===== config.mk =====
export PLATFORM = sky130hd
export DESIGN_NAME = sram_stream_reader_flat
export DESIGN_NICKNAME = d
export VERILOG_FILES = /design/src/rtl/sram_stream_reader_if.sv /design/src/rtl/sram_stream_reader.sv /design/src/flat_wrapper.sv
export SDC_FILE = /design/constraint.sdc
export NUM_CORES = 1
export LEC_CHECK = 0
export BUFFER_PORTS_ARGS = -buffer_cell sky130_fd_sc_hd__buf_2
export CAP_MARGIN = 20
export CORE_MARGIN = 1.5
export CORE_UTILIZATION = 42
export CTS_BUF_LIST = sky130_fd_sc_hd__clkbuf_16
export DETAILED_ROUTE_END_ITERATION = 10
export PLACE_DENSITY_LB_ADDON = 0.1
export SLEW_MARGIN = 5
export SYNTH_ARGS = -nofsm -noshare
export SYNTH_HDL_FRONTEND = slang
export SYNTH_SLANG_ARGS = --single-unit

===== constraint.sdc =====
create_clock -name clk -period 3.1 [get_ports clk]
set_clock_uncertainty 0.05 [all_clocks]
set_input_delay 0.31 -clock clk [delete_from_list [all_inputs] [get_ports clk]]
set_output_delay 0.31 -clock clk [all_outputs]
set_load 0.02 [all_outputs]

===== src/rtl/sram_stream_reader_if.sv =====
// ---------------------------------------------------------------------------
// sram_stream_reader_if
// Bundles the three signal groups of the SRAM stream reader:
//   control : start, base_addr, length (in); busy, done (out)
//   sram    : sram_wea, sram_addr, sram_wdata (out); sram_rdata (in)
//   stream  : m_valid, m_data, m_last (out); m_ready (in)
// The master modport is the reader itself; the slave modport is whatever
// drives control, models the SRAM and consumes the stream.
// ---------------------------------------------------------------------------
interface sram_stream_reader_if #(
   parameter int ADDR_W = 16,
   parameter int DATA_W = 32
);
   logic              start;
   logic [ADDR_W-1:0] base_addr;
   logic [ADDR_W-1:0] length;
   logic              busy;
   logic              done;

   logic [3:0]        sram_wea;
   logic [ADDR_W-1:0] sram_addr;
   logic [DATA_W-1:0] sram_wdata;
   logic [DATA_W-1:0] sram_rdata;

   logic              m_valid;
   logic              m_ready;
   logic [DATA_W-1:0] m_data;
   logic              m_last;

   modport master (
      input  start, base_addr, length, sram_rdata, m_ready,
      output busy, done, sram_wea, sram_addr, sram_wdata, m_valid, m_data, m_last
   );

   modport slave (
      output start, base_addr, length, sram_rdata, m_ready,
      input  busy, done, sram_wea, sram_addr, sram_wdata, m_valid, m_data, m_last
   );
endinterface


===== src/rtl/sram_stream_reader.sv =====
// ---------------------------------------------------------------------------
// sram_stream_reader
// Reads `length` words from a circular SRAM address space of DEPTH words,
// starting at `base_addr`, and delivers them on a valid/ready stream with
// m_last on the final beat. Reads are issued one per cycle through a
// registered address; data returns one cycle later and is captured into a
// 4-entry FIFO whose head drives the stream.
// Ports:
//   clk   : clock, rising edge
//   rst_n : asynchronous active-low reset
//   bus   : sram_stream_reader_if.master (control, SRAM port, stream)
// ---------------------------------------------------------------------------
module sram_stream_reader #(
   parameter int DEPTH  = 480,
   parameter int ADDR_W = 16,
   parameter int DATA_W = 32
) (
   input logic                 clk,
   input logic                 rst_n,
   sram_stream_reader_if.master bus
);

   typedef enum logic [1:0] {IDLE, RUN, FINISH} state_t;

   state_t            state_q;
   logic [ADDR_W-1:0] addr_q;        // registered SRAM read address
   logic [ADDR_W-1:0] iss_left_q;    // reads still to issue after the current one
   logic [ADDR_W-1:0] beats_left_q;  // beats still to deliver, including the head
   logic              issue_q;       // addr_q holds a newly issued read this cycle
   logic              pend_q;        // read data on sram_rdata to capture this cycle

   logic [DATA_W-1:0] fifo_q [4];
   logic [1:0]        wr_ptr_q;
   logic [1:0]        rd_ptr_q;
   logic [2:0]        count_q;

   logic              push;
   logic              pop;
   logic              can_issue;
   logic [ADDR_W-1:0] addr_inc;
   logic [ADDR_W-1:0] addr_next;

   assign push = pend_q;
   assign pop  = (count_q != 3'd0) && bus.m_ready;

   // Circular wrap by compare-and-subtract: one past the top returns to 0.
   assign addr_inc  = addr_q + ADDR_W'(1);
   assign addr_next = (addr_inc == ADDR_W'(DEPTH)) ? addr_inc - ADDR_W'(DEPTH) : addr_inc;

   // The read currently on addr_q is not counted: at most two more words can
   // land (pend + current) plus this new one, so count+pend <= 2 bounds the
   // FIFO at four entries even if the consumer stalls indefinitely.
   assign can_issue = (state_q == RUN) && (iss_left_q != '0) &&
                      ((int'(count_q) + int'(pend_q)) <= 2);

   // NOTE: sequential state uses non-blocking assignments so every register
   // samples pre-edge values, independent of block evaluation order.
   always_ff @(posedge clk or negedge rst_n) begin
      if (!rst_n) begin
         state_q      <= IDLE;
         addr_q       <= '0;
         iss_left_q   <= '0;
         beats_left_q <= '0;
         issue_q      <= 1'b0;
         pend_q       <= 1'b0;
      end else begin
         pend_q  <= issue_q;
         issue_q <= 1'b0;
         case (state_q)
            IDLE: begin
               if (bus.start) begin
                  if (bus.length == '0) begin
                     state_q <= FINISH;
                  end else begin
                     state_q      <= RUN;
                     addr_q       <= bus.base_addr;
                     issue_q      <= 1'b1;
                     iss_left_q   <= bus.length - ADDR_W'(1);
                     beats_left_q <= bus.length;
                  end
               end
            end
            RUN: begin
               if (can_issue) begin
                  addr_q     <= addr_next;
                  issue_q    <= 1'b1;
                  iss_left_q <= iss_left_q - ADDR_W'(1);
               end
               if (pop) begin
                  beats_left_q <= beats_left_q - ADDR_W'(1);
                  if (beats_left_q == ADDR_W'(1)) state_q <= FINISH;
               end
            end
            FINISH:  state_q <= IDLE;
            default: state_q <= IDLE;
         endcase
      end
   end

   // NOTE: the FIFO storage is reset too; it is only four words and a reset
   // head keeps m_data at zero while the FIFO is empty after reset.
   always_ff @(posedge clk or negedge rst_n) begin
      if (!rst_n) begin
         for (int i = 0; i < 4; i++) fifo_q[i] <= '0;
         wr_ptr_q <= '0;
         rd_ptr_q <= '0;
         count_q  <= '0;
      end else begin
         if (push) begin
            fifo_q[wr_ptr_q] <= bus.sram_rdata;
            wr_ptr_q         <= wr_ptr_q + 2'd1;
         end
         if (pop) rd_ptr_q <= rd_ptr_q + 2'd1;
         case ({push, pop})
            2'b10:   count_q <= count_q + 3'd1;
            2'b01:   count_q <= count_q - 3'd1;
            default: count_q <= count_q;
         endcase
      end
   end

   assign bus.busy       = (state_q != IDLE);
   assign bus.done       = (state_q == FINISH);
   assign bus.sram_wea   = 4'b0000;
   assign bus.sram_addr  = addr_q;
   assign bus.sram_wdata = '0;
   assign bus.m_valid    = (count_q != 3'd0);
   assign bus.m_data     = fifo_q[rd_ptr_q];
   assign bus.m_last     = (state_q == RUN) && (count_q != 3'd0) &&
                           (beats_left_q == ADDR_W'(1));

endmodule


===== src/flat_wrapper.sv =====
// flat-port wrapper written by rule: the top's interface ports become plain ports
module sram_stream_reader_flat 
#(
   parameter int DEPTH  = 480,
   parameter int ADDR_W = 16,
   parameter int DATA_W = 32
)
  (clk, rst_n, bus_start, bus_base_addr, bus_length, bus_sram_rdata, bus_m_ready, bus_busy, bus_done, bus_sram_wea, bus_sram_addr, bus_sram_wdata, bus_m_valid, bus_m_data, bus_m_last);
  sram_stream_reader_if #(.ADDR_W(ADDR_W), .DATA_W(DATA_W)) bus_i ();
  input logic clk;
  input logic rst_n;
  input wire logic [$bits(bus_i.start)-1:0] bus_start;
  input wire logic [$bits(bus_i.base_addr)-1:0] bus_base_addr;
  input wire logic [$bits(bus_i.length)-1:0] bus_length;
  input wire logic [$bits(bus_i.sram_rdata)-1:0] bus_sram_rdata;
  input wire logic [$bits(bus_i.m_ready)-1:0] bus_m_ready;
  output wire logic [$bits(bus_i.busy)-1:0] bus_busy;
  output wire logic [$bits(bus_i.done)-1:0] bus_done;
  output wire logic [$bits(bus_i.sram_wea)-1:0] bus_sram_wea;
  output wire logic [$bits(bus_i.sram_addr)-1:0] bus_sram_addr;
  output wire logic [$bits(bus_i.sram_wdata)-1:0] bus_sram_wdata;
  output wire logic [$bits(bus_i.m_valid)-1:0] bus_m_valid;
  output wire logic [$bits(bus_i.m_data)-1:0] bus_m_data;
  output wire logic [$bits(bus_i.m_last)-1:0] bus_m_last;
  assign bus_i.start = bus_start;
  assign bus_i.base_addr = bus_base_addr;
  assign bus_i.length = bus_length;
  assign bus_i.sram_rdata = bus_sram_rdata;
  assign bus_i.m_ready = bus_m_ready;
  assign bus_busy = bus_i.busy;
  assign bus_done = bus_i.done;
  assign bus_sram_wea = bus_i.sram_wea;
  assign bus_sram_addr = bus_i.sram_addr;
  assign bus_sram_wdata = bus_i.sram_wdata;
  assign bus_m_valid = bus_i.m_valid;
  assign bus_m_data = bus_i.m_data;
  assign bus_m_last = bus_i.m_last;
  sram_stream_reader #(.DEPTH(DEPTH), .ADDR_W(ADDR_W), .DATA_W(DATA_W)) u_core (.clk(clk), .rst_n(rst_n), .bus(bus_i));
endmodule

# [Word level (Yosys, flattened, before mapping)]
# Index checks and enable logic that the tools add are counted.
[word_totals] output_inout_bits=88 elab_cells=85 register_bits=187
[classes] n_reduce_logical=16 order_cmp=4 muxes=29 n_addsub=10 bitwise=2 eq_ne=11
[ops] op="$mux 16" count=10
[ops] op="$bwmux 128" count=1
[ops] op="$mux 32" count=3
[ops] op="$pmux 16 s2" count=3
[ops] op="$bmux 32 s2" count=1
[ops] op="$demux 32 s2" count=1
[ops] op="$sub 16x1->16 const B" count=3
[ops] op="$le 32x3->1 const B" count=1
[ops] op="$add 16x1->16 const B" count=1
[ops] op="$eq 16x1->1 const B" count=1
[ops] op="$eq 16x9->1 const B" count=1
[ops] op="$logic_not 16->1" count=1
[ops] op="$reduce_bool 16->1" count=1
[ops] op="$sub 16x9->16 const B" count=1
[ops] op="$mux 2" count=4
[ops] op="$reduce_and 4->1" count=2
[ops] op="$ge 3x3->1 const B" count=2
[ops] op="$logic_and 1x1->1" count=6
[ops] op="$ne 2x1->1 const B" count=3
[ops] op="$not 2->3" count=2
[ops] op="$pmux 3 s2" count=1
[ops] op="$reduce_bool 2->1" count=3
[ops] op="$add 2x1->2 const B" count=2
[ops] op="$add 3x1->4" count=1
[ops] op="other kinds (12)" count=17

# [Longest topological paths before layout]
# Gate-level depths: netlist of run 1.
[depth] depth_word=6 mapped_depth=12

# [Worst setup path after synthesis of run 1]
# Ideal clock, no wire load.
[synth_timing] path_kind="register -> register" start="reg u_core.state_q[0]" end="reg u_core.iss_left_q[12]" setup_slack_ns=0.182 path_buffers=5 setup_ns=0.086 required_ns=2.964 path_stages_with_launch=13 arrival_ns=2.782 path_cell_list="dfrtp_1 > nor2b_1 > buf_4 > buf_2 > clkbuf_1 > clkbuf_1 > mux2i_1 > ha_1 > nand4_1 > clkbuf_1 > o311ai_1 > o21ai_1 > nor3_1"
[synth_via] elab_chain_cells=5 elab_cells_between_ends=10
[synth_rtl] item="start: declaration" line="sram_stream_reader.sv:25" text="state_t state_q;"
[synth_rtl] item="start signal: assignment" line="sram_stream_reader.sv:60" text="state_q <= IDLE;"
[synth_rtl] item="start signal: assignment" line="sram_stream_reader.sv:73" text="state_q <= FINISH;"
[synth_rtl] item="start signal: assignment" line="sram_stream_reader.sv:75" text="state_q <= RUN;"
[synth_rtl] item="$eq 2x1->1" line="sram_stream_reader.sv:53, sram_stream_reader.sv:69"
[synth_rtl] item="$logic_and 1x1->1 (2 in series)" line="sram_stream_reader.sv:53" text="assign can_issue = (state_q == RUN) && (iss_left_q != '0) &&"
[synth_rtl] item="$ne 2x1->1 (no line)"
[synth_rtl] item="$reduce_and 4->1 (no line)"
[synth_rtl] item="end signal: assignment" line="sram_stream_reader.sv:78" text="iss_left_q <= bus.length - ADDR_W'(1);"
[synth_rtl] item="end signal: assignment" line="sram_stream_reader.sv:87" text="iss_left_q <= iss_left_q - ADDR_W'(1);"
[synth_rtl] item="end: declaration" line="sram_stream_reader.sv:27" text="logic [ADDR_W-1:0] iss_left_q;"
# Parallel ways exist; a longest one is shown, timed or not.
# A chain may end at the register's enable or synchronous reset.

# [Worst setup path in the final report of run 1]
[layout_timing] start="reg u_core.state_q[0]" end="reg u_core.iss_left_q[13]"
# Same word-level chain as after synthesis.

==> results of run 1 <==
-- worst register-to-register path, cell delays in order (launching register included) --
cell and delay, ns:
dfrtp_1 0.51, nor2b_4 0.31, buf_12 0.35, mux2i_1 0.25, nand2b_1 0.35, nor4_4 0.38
mux2i_1 0.12, a221oi_1 0.27
-- layer usage --
layer  global-route usage [%]  up-vias  routed length, µm
li1                         -     3394                  -
met1                    27.75     3618              11120
met2                    32.10      200              11380
met3                    3.965       18               1073
met4                    4.627        0                245
met5                        0        -                  0
-- cells by family after synthesis --
family	Yosys count
AOI/OAI and AO/OA	164
xor gates and xnor gates	12
adders and majority gates	13
buffers and inverters	107
DFF	187
muxes	172
other	1
and+or+nand+nor	217
-- power groups by stage --
stage	sequential, mW	clock, mW	combinational (mW)
3_5_place_dp	4.60	0	6.09
3_3_place_gp	4.59	0	6.01
2_1_floorplan	4.34	0	4.57
4_1_cts	4.57	2.28	6.10
6_report	4.57	2.20	6.03
5_1_grt	4.75	2.38	6.60
-- placed cells by master (no fill, tap or decap), types with 4 or more instances in the layout --
cell type / netlist / final
clkbuf_16: 0 / 17
nor4_1: 15 / 15
a2111oi_0: 5 / 5
inv_1: 18 / 18
clkinv_4: 0 / 4
or3_1: 5 / 5
buf_12: 0 / 6
nor3_1: 33 / 33
dfrtp_1: 187 / 186
nand4_1: 6 / 6
o21ai_0: 26 / 26
nand2_1: 42 / 42
buf_4: 38 / 19
mux2_2: 130 / 130
buf_2: 7 / 118
mux2i_1: 9 / 9
a21oi_1: 41 / 41
o31ai_1: 7 / 7
conb_1: 1 / 36
ha_1: 12 / 12
o22ai_1: 8 / 8
o21a_1: 4 / 4
a22oi_1: 12 / 12
a31oi_1: 9 / 9
and3_1: 6 / 6
nand2b_1: 4 / 4
nor2_1: 67 / 67
a211oi_1: 5 / 5
nand3_1: 14 / 14
xnor2_1: 9 / 9
a22o_1: 4 / 4
o22a_1: 6 / 6
o21ai_1: 8 / 8
or4b_1: 4 / 4
mux4_2: 32 / 32
-- Yosys cell counts (8+ instances only) --
cell type / number / area share [%]
dfrtp_1: 187 / 47
a31oi_1: 9 / 0.56
ha_1: 12 / 1.5
mux4_2: 32 / 7.2
a22oi_1: 12 / 0.90
o21ai_1: 8 / 0.40
nor4_1: 15 / 0.94
a21oi_1: 41 / 2.0
buf_4: 38 / 2.8
nand3_1: 14 / 0.70
nand2_1: 42 / 1.6
nor3_1: 33 / 1.6
xnor2_1: 9 / 0.79
clkbuf_1: 24 / 0.90
inv_1: 18 / 0.67
buf_1: 17 / 0.64
o22ai_1: 8 / 0.50
nor2_1: 67 / 2.5
o21ai_0: 26 / 1.3
mux2i_1: 9 / 0.90
mux2_2: 130 / 15
-- layout make-up --
type | instances | share of cell area [%]
multi-input combinational | 614 | 42.64
clock buffer | 17 | 3.684
sequential | 187 | 40.54
tap | 319 | 3.457
inverter | 18 | 0.5851
timing repair buffer | 145 | 7.596
clock inverter | 14 | 1.506
-- state kept, by name, summed over array words and instances (netlist names) --
register / cells
u_core.fifo_q: 128
u_core.count_q: 3
u_core.bus.sram_addr: 16
u_core.wr_ptr_q: 2
u_core.issue_q: 1
u_core.iss_left_q: 16
u_core.state_q: 2
u_core.pend_q: 1
u_core.rd_ptr_q: 2
u_core.beats_left_q: 16
-- worst min path at each step --
stage / from / to / cells after the start
2_1_floorplan: rst_n / u_core.beats_left_q[0]$_DFFE_PN0P_ / 0
3_3_place_gp: u_core.issue_q$_DFF_PN0_ / u_core.pend_q$_DFF_PN0_ / 0
3_5_place_dp: u_core.issue_q$_DFF_PN0_ / u_core.pend_q$_DFF_PN0_ / 0
4_1_cts: bus_base_addr[1] / u_core.bus.sram_addr[1]$_DFFE_PN0P_ / 3
5_1_grt: bus_sram_rdata[10] / u_core.fifo_q[10]$_DFFE_PN0P_ / 2
6_report: bus_base_addr[8] / u_core.bus.sram_addr[8]$_DFFE_PN0P_ / 3
-- per-stage QoR --
step | cells | util [%]
4_1_cts | 1314 | 49.20
6_report | 1314 | 49.20
3_3_place_gp | 1282 | 46.60
3_5_place_dp | 1282 | 46.60
5_1_grt | 1314 | 49.20
2_1_floorplan | 908 | -
==> flow_metrics.env, run 1 <==
export IMPL_cts_resized=0
export IMPL_ys_flop_type="dfrtp_1"
export IMPL_synth_xor_xnor_area_share_pct=1.048
export IMPL_cts_hold_buf=1
export IMPL_crit_end="u_core.iss_left_q[13]$_DFFE_PN0P_"
export IMPL_io_pins=156
export IMPL_synth_compound_area_share_pct=11.09
export IMPL_critPathRequiredTime_ns=3.37
export IMPL_fin_ws_ns=0.4154
export IMPL_finalSetupViolCount=0
export IMPL_antenna_found_initial=0
export IMPL_cts_sinks=187
export IMPL_ys_warn_count=0
export IMPL_slew_violations=0
export IMPL_drt_iter0_markers=429
export IMPL_reg2reg_from="u_core.state_q[0]$_DFFE_PN0P_"
export IMPL_ys_ff_latch=187
export IMPL_vias_per_cell=5.502
export IMPL_cp_end_kind="flip-flop"
export IMPL_gp_congestion=0.8737
export IMPL_regToRegEndpoint="u_core.iss_left_q[13]$_DFFE_PN0P_"
export IMPL_gr_usage_all_layers_pct=19.95
export IMPL_grt_pass1_wl_um=38030
export IMPL_async_reset_ff_share_pct=100.0
export IMPL_status="completed"
export IMPL_hp_class="in -> reg"
export IMPL_grt_ovfl_total=0
export IMPL_core_area_mm2=0.02347
export IMPL_start_util_pct=42.74
export IMPL_path_cells="nor2b_4, buf_12, mux2i_1, nand2b_1, nor4_4, mux2i_1, a221oi_1"
export IMPL_drc=0
export IMPL_synthAdderAreaFrac_pct=1.696
export IMPL_numCtsBuffers=17
export IMPL_slew_headroom_pct=49.88
export IMPL_clk_pin_slew_worst_paths_ns=0.07
export IMPL_cp_depth=7
export IMPL_drive_gt1_share_pct=35.98
export IMPL_die_x_um=157.6
export IMPL_critPathSlowestCell="dfrtp_1"
export IMPL_placement_rows=56
export IMPL_firstDrtPassIters=6
export IMPL_fin_nets=1064
export IMPL_dp_hpwl_um=15960
export IMPL_cts_root_buf="clkbuf_16"
export IMPL_die_area_mm2=0.02482
export IMPL_diodes=0
export IMPL_power_frac_comb_pct=47.1
export IMPL_area_sequential_mm2=0.004681
export IMPL_fillCellCount=2176
export IMPL_dpl_instance_area_mm2=0.01094
export IMPL_clockBufferDepth=2
export IMPL_yosys_area_share_simple_pct=10.94
export IMPL_die_h_um=157.6
export IMPL_cts_setup_buffers=0
export IMPL_hold_viol=0
export IMPL_period_share_pct=86.60
export IMPL_synth_edf_count=0
export IMPL_period_needed_ns=2.685
export IMPL_leakage_nw=4.952
export IMPL_p_per_area_mw_per_mm2=1109
export IMPL_syn_to_final_growth_pct=15.10
export IMPL_worstSetupStartpoint="u_core.state_q[0]$_DFFE_PN0P_"
export IMPL_yosysSeqAreaShare_pct=46.65
export IMPL_power_switching_mw=5.127
export IMPL_finalPower_mw=12.80
export IMPL_synth_mux_area_share_pct=22.81
export IMPL_postSynthCellCount=873
export IMPL_power_frac_clock_pct=17.2
export IMPL_irDropWorstVdd_mv=0.3737
export IMPL_ff2ff_path_depth=7
export IMPL_grt_max_degree=79
export IMPL_cpMostUsedCell="mux2i_1"
export IMPL_avgSynthCellArea_um2=11.49
export IMPL_internal_power_mw=7.675
export IMPL_cts_htree_levels=4
export IMPL_multi_input_area_mm2=0.004923
export IMPL_path_class="reg -> reg"
export IMPL_pre_cts_slack_ns=0.4007
export IMPL_synth_distinct_cells=72
export IMPL_swShare_pct=40.05
export IMPL_worstPathArrival_ns=2.95
export IMPL_clk_latency_ns=0.43
export IMPL_start_kind="flip-flop"
export IMPL_slowest_delay_ns=0.51
export IMPL_port_buffer_count=119
export IMPL_fin_setup_tns_ns=0
export IMPL_crit_family="simple AND/OR/NAND/NOR gates"
export IMPL_cp_max_fo=78
export IMPL_tightest_slew_ns=0.7468
export IMPL_rsz0062_at_grt="no"
export IMPL_wl_um=23820
export IMPL_drt_wirelength_per_cell_um=18.13
export IMPL_fmaxAchievable_mhz=372.5
export IMPL_grt_pass1_vias=6910
export IMPL_vias=7230
export IMPL_ant_nets=0
export IMPL_seqPwrFrac_pct=35.7
export IMPL_cts_tree="built"
export IMPL_fin_hold_ws_ns=0.08259
export IMPL_syn_cell_area_mm2=0.01003
export IMPL_cap_violations=0
export IMPL_cp_num_buf_inv=1
export IMPL_rrSetupSlack_ns=0.42
export IMPL_final_area_mm2=0.01155
export IMPL_synth_top_family_by_area="multiplexers"
Note: power is estimated with default switching activity, not from simulation.
==> run 2, diff against run 1 <==
--- a/config.mk
+++ b/config.mk
@@ -11,7 +11,6 @@
 export CORE_UTILIZATION = 42
 export CTS_BUF_LIST = sky130_fd_sc_hd__clkbuf_16
 export DETAILED_ROUTE_END_ITERATION = 10
-export PLACE_DENSITY_LB_ADDON = 0.1
 export SLEW_MARGIN = 5
 export SYNTH_ARGS = -nofsm -noshare
 export SYNTH_HDL_FRONTEND = slang
==> run 2 against run 1 <==
- critical path type unchanged
- total power down 0.40%
- non-clock buffer count rose by 4
- sequential share of layout area about the same
- clock-buffer cell count unchanged
- routed wire length decreased by 2.2%
- combinational power is 2% lower
- fmax decreased by 0.64%
- critical path depth is 1 higher
- register-to-register slack worse by 0.02 ns
==> flow_metrics.env, run 2 (same netlist as run 1, synthesis figures left out) <==
export IMPL_drt_iter0_markers=344
export IMPL_multi_input_area_mm2=0.004923
export IMPL_grt_pass1_vias=6858
export IMPL_diodes=0
export IMPL_finalSetupViolCount=0
export IMPL_gr_usage_all_layers_pct=19.28
export IMPL_critPathSlowestCell="dfrtp_1"
export IMPL_die_area_mm2=0.02482
export IMPL_slowest_delay_ns=0.46
export IMPL_area_sequential_mm2=0.004681
export IMPL_placement_rows=56
export IMPL_clk_pin_slew_worst_paths_ns=0.09
export IMPL_hp_class="in -> reg"
export IMPL_vias=7272
export IMPL_grt_ovfl_total=0
export IMPL_hold_viol=0
export IMPL_start_util_pct=42.74
export IMPL_io_pins=156
export IMPL_cts_htree_levels=4
export IMPL_syn_to_final_growth_pct=15.20
export IMPL_cap_violations=0
export IMPL_irDropWorstVdd_mv=0.5199
export IMPL_core_area_mm2=0.02347
export IMPL_wl_met3_um=1098
export IMPL_final_common_cell="dfrtp_1"
export IMPL_crit_family="simple AND/OR/NAND/NOR gates"
export IMPL_top_register="u_core.fifo_q"
export IMPL_cp_max_fo=16
export IMPL_fin_setup_tns_ns=0
export IMPL_start_kind="flip-flop"
export IMPL_top_layer="met4"
export IMPL_drt_wirelength_per_cell_um=17.66
export IMPL_path_cells="nor2b_4, mux2i_2, ha_1, nand4_1, buf_4, nor3b_1, mux2i_1, nor3_1"
export IMPL_worstPathArrival_ns=2.99
export IMPL_tightest_slew_ns=0.8098
export IMPL_grt_max_degree=97
export IMPL_fillCellCount=2189
export IMPL_antenna_found_initial=0
export IMPL_route_met2_wl_um=10990
export IMPL_numCtsBuffers=17
export IMPL_layout_common_cells="dfrtp_1, mux2_2, buf_2, nor2_1, nand2_1"
export IMPL_drive_gt1_share_pct=36.20
export IMPL_slew_headroom_pct=45.95
export IMPL_vias_per_cell=5.513
export IMPL_leakage_nw=4.955
export IMPL_ant_nets=0
export IMPL_firstDrtPassIters=4
export IMPL_p_per_area_mw_per_mm2=1103
export IMPL_cts_sinks=187
export IMPL_fin_nets=1068
export IMPL_cts_tree="built"
export IMPL_wl_um=23290
export IMPL_period_share_pct=87.16
export IMPL_path_class="reg -> reg"
export IMPL_status="completed"
export IMPL_grt_pass1_wl_um=37070
export IMPL_pre_cts_slack_ns=0.2567
export IMPL_slew_violations=0
export IMPL_gp_congestion=0.8590
export IMPL_clockBufferDepth=2
export IMPL_largest_register_ff_count=128
export IMPL_fmaxAchievable_mhz=370.1
export IMPL_rsz0062_at_grt="no"
export IMPL_cp_end_kind="flip-flop"
export IMPL_die_x_um=157.6
export IMPL_cts_root_buf="clkbuf_16"
export IMPL_drc=0
export IMPL_critPathRequiredTime_ns=3.39
export IMPL_port_buffer_count=119
export IMPL_period_needed_ns=2.702
export IMPL_wl_met1_um=10890
export IMPL_clk_latency_ns=0.44
export IMPL_die_h_um=157.6
export IMPL_dp_hpwl_um=15710
export IMPL_cp_num_buf_inv=1
export IMPL_fin_ws_ns=0.3980
[run 2: cell types whose count changed in the layout (fill, tap and decap cells not counted), sizes merged]
cell,change
bufinv,-1
inv,+2
buf,+4
[run 2: final timing paths]
path                                                from                                  end  slack (ns)  cells past startpoint
max                        u_core.state_q[0]$_DFFE_PN0P_    u_core.iss_left_q[12]$_DFFE_PN0P_        0.40                      8
min                                     bus_base_addr[8]  u_core.bus.sram_addr[8]$_DFFE_PN0P_        0.06                      3
max reg2reg                u_core.state_q[0]$_DFFE_PN0P_    u_core.iss_left_q[12]$_DFFE_PN0P_        0.40                      8
min reg2reg                     u_core.issue_q$_DFF_PN0_              u_core.pend_q$_DFF_PN0_        0.31                      0
max in group asynchronous                          rst_n        u_core.fifo_q[44]$_DFFE_PN0P_        1.74                      3
min in group asynchronous                          rst_n       u_core.fifo_q[103]$_DFFE_PN0P_        0.44                      2
[run 2: layer usage]
| metal | up-vias | global-route usage [%] |
|---|---|---|
| met2 | 202 | 31.00 |
| met3 | 26 | 3.304 |
| li1 | 3408 | - |
| met1 | 3636 | 26.76 |
| met4 | 0 | 5.526 |
| met5 | - | 0 |
[run 2: worst reg2reg max path, delay by kind of cell, from the launching register on]
| kind | cells | cell delay [ns] |
|---|---|---|
| buffers and inverters | 1 | 0.19 |
| DFF | 1 | 0.46 |
| muxes | 2 | 0.60 |
| adders and majority gates | 1 | 0.37 |
| and+or+nand+nor | 4 | 0.94 |
[run 2: cell type report]
class	count	area share, %
tap	319	3.454
multi-input combinational	614	42.60
sequential	187	40.50
clock inverter	15	1.656
clock buffer	17	3.681
inverter	18	0.5846
timing repair buffer	149	7.524
[run 2: power by group]
group / total (mW) / internal [mW] / switching [mW]
Sequential: 4.58 / 3.65 / 0.926
Combinational: 5.92 / 2.81 / 3.11
Clock: 2.25 / 1.11 / 1.14
[run 2: through the flow]
| stage | cell area (µm²) | hold slack (ns) | util (%) | instances | power [mW] |
|---|---|---|---|---|---|
| 2_1_floorplan | 10160 | -0.03559 | - | 908 | 8.905 |
| 3_3_place_gp | 10910 | 0.2817 | 46.47 | 1283 | 10.45 |
| 3_5_place_dp | 10910 | 0.2927 | 46.47 | 1283 | 10.58 |
| 4_1_cts | 11530 | 0.04965 | 49.14 | 1316 | 12.86 |
| 5_1_grt | 11560 | 0.06998 | 49.24 | 1319 | 13.64 |
| 6_report | 11560 | 0.05750 | 49.24 | 1319 | 12.75 |
[run 2: what timing repair did]
item,4_1_cts,5_1_grt
hold buffers,1,0
gates resized for setup,0,0
endpoints found under the setup margin,0,1
setup buffers,0,3
endpoints found under the hold margin,90,0
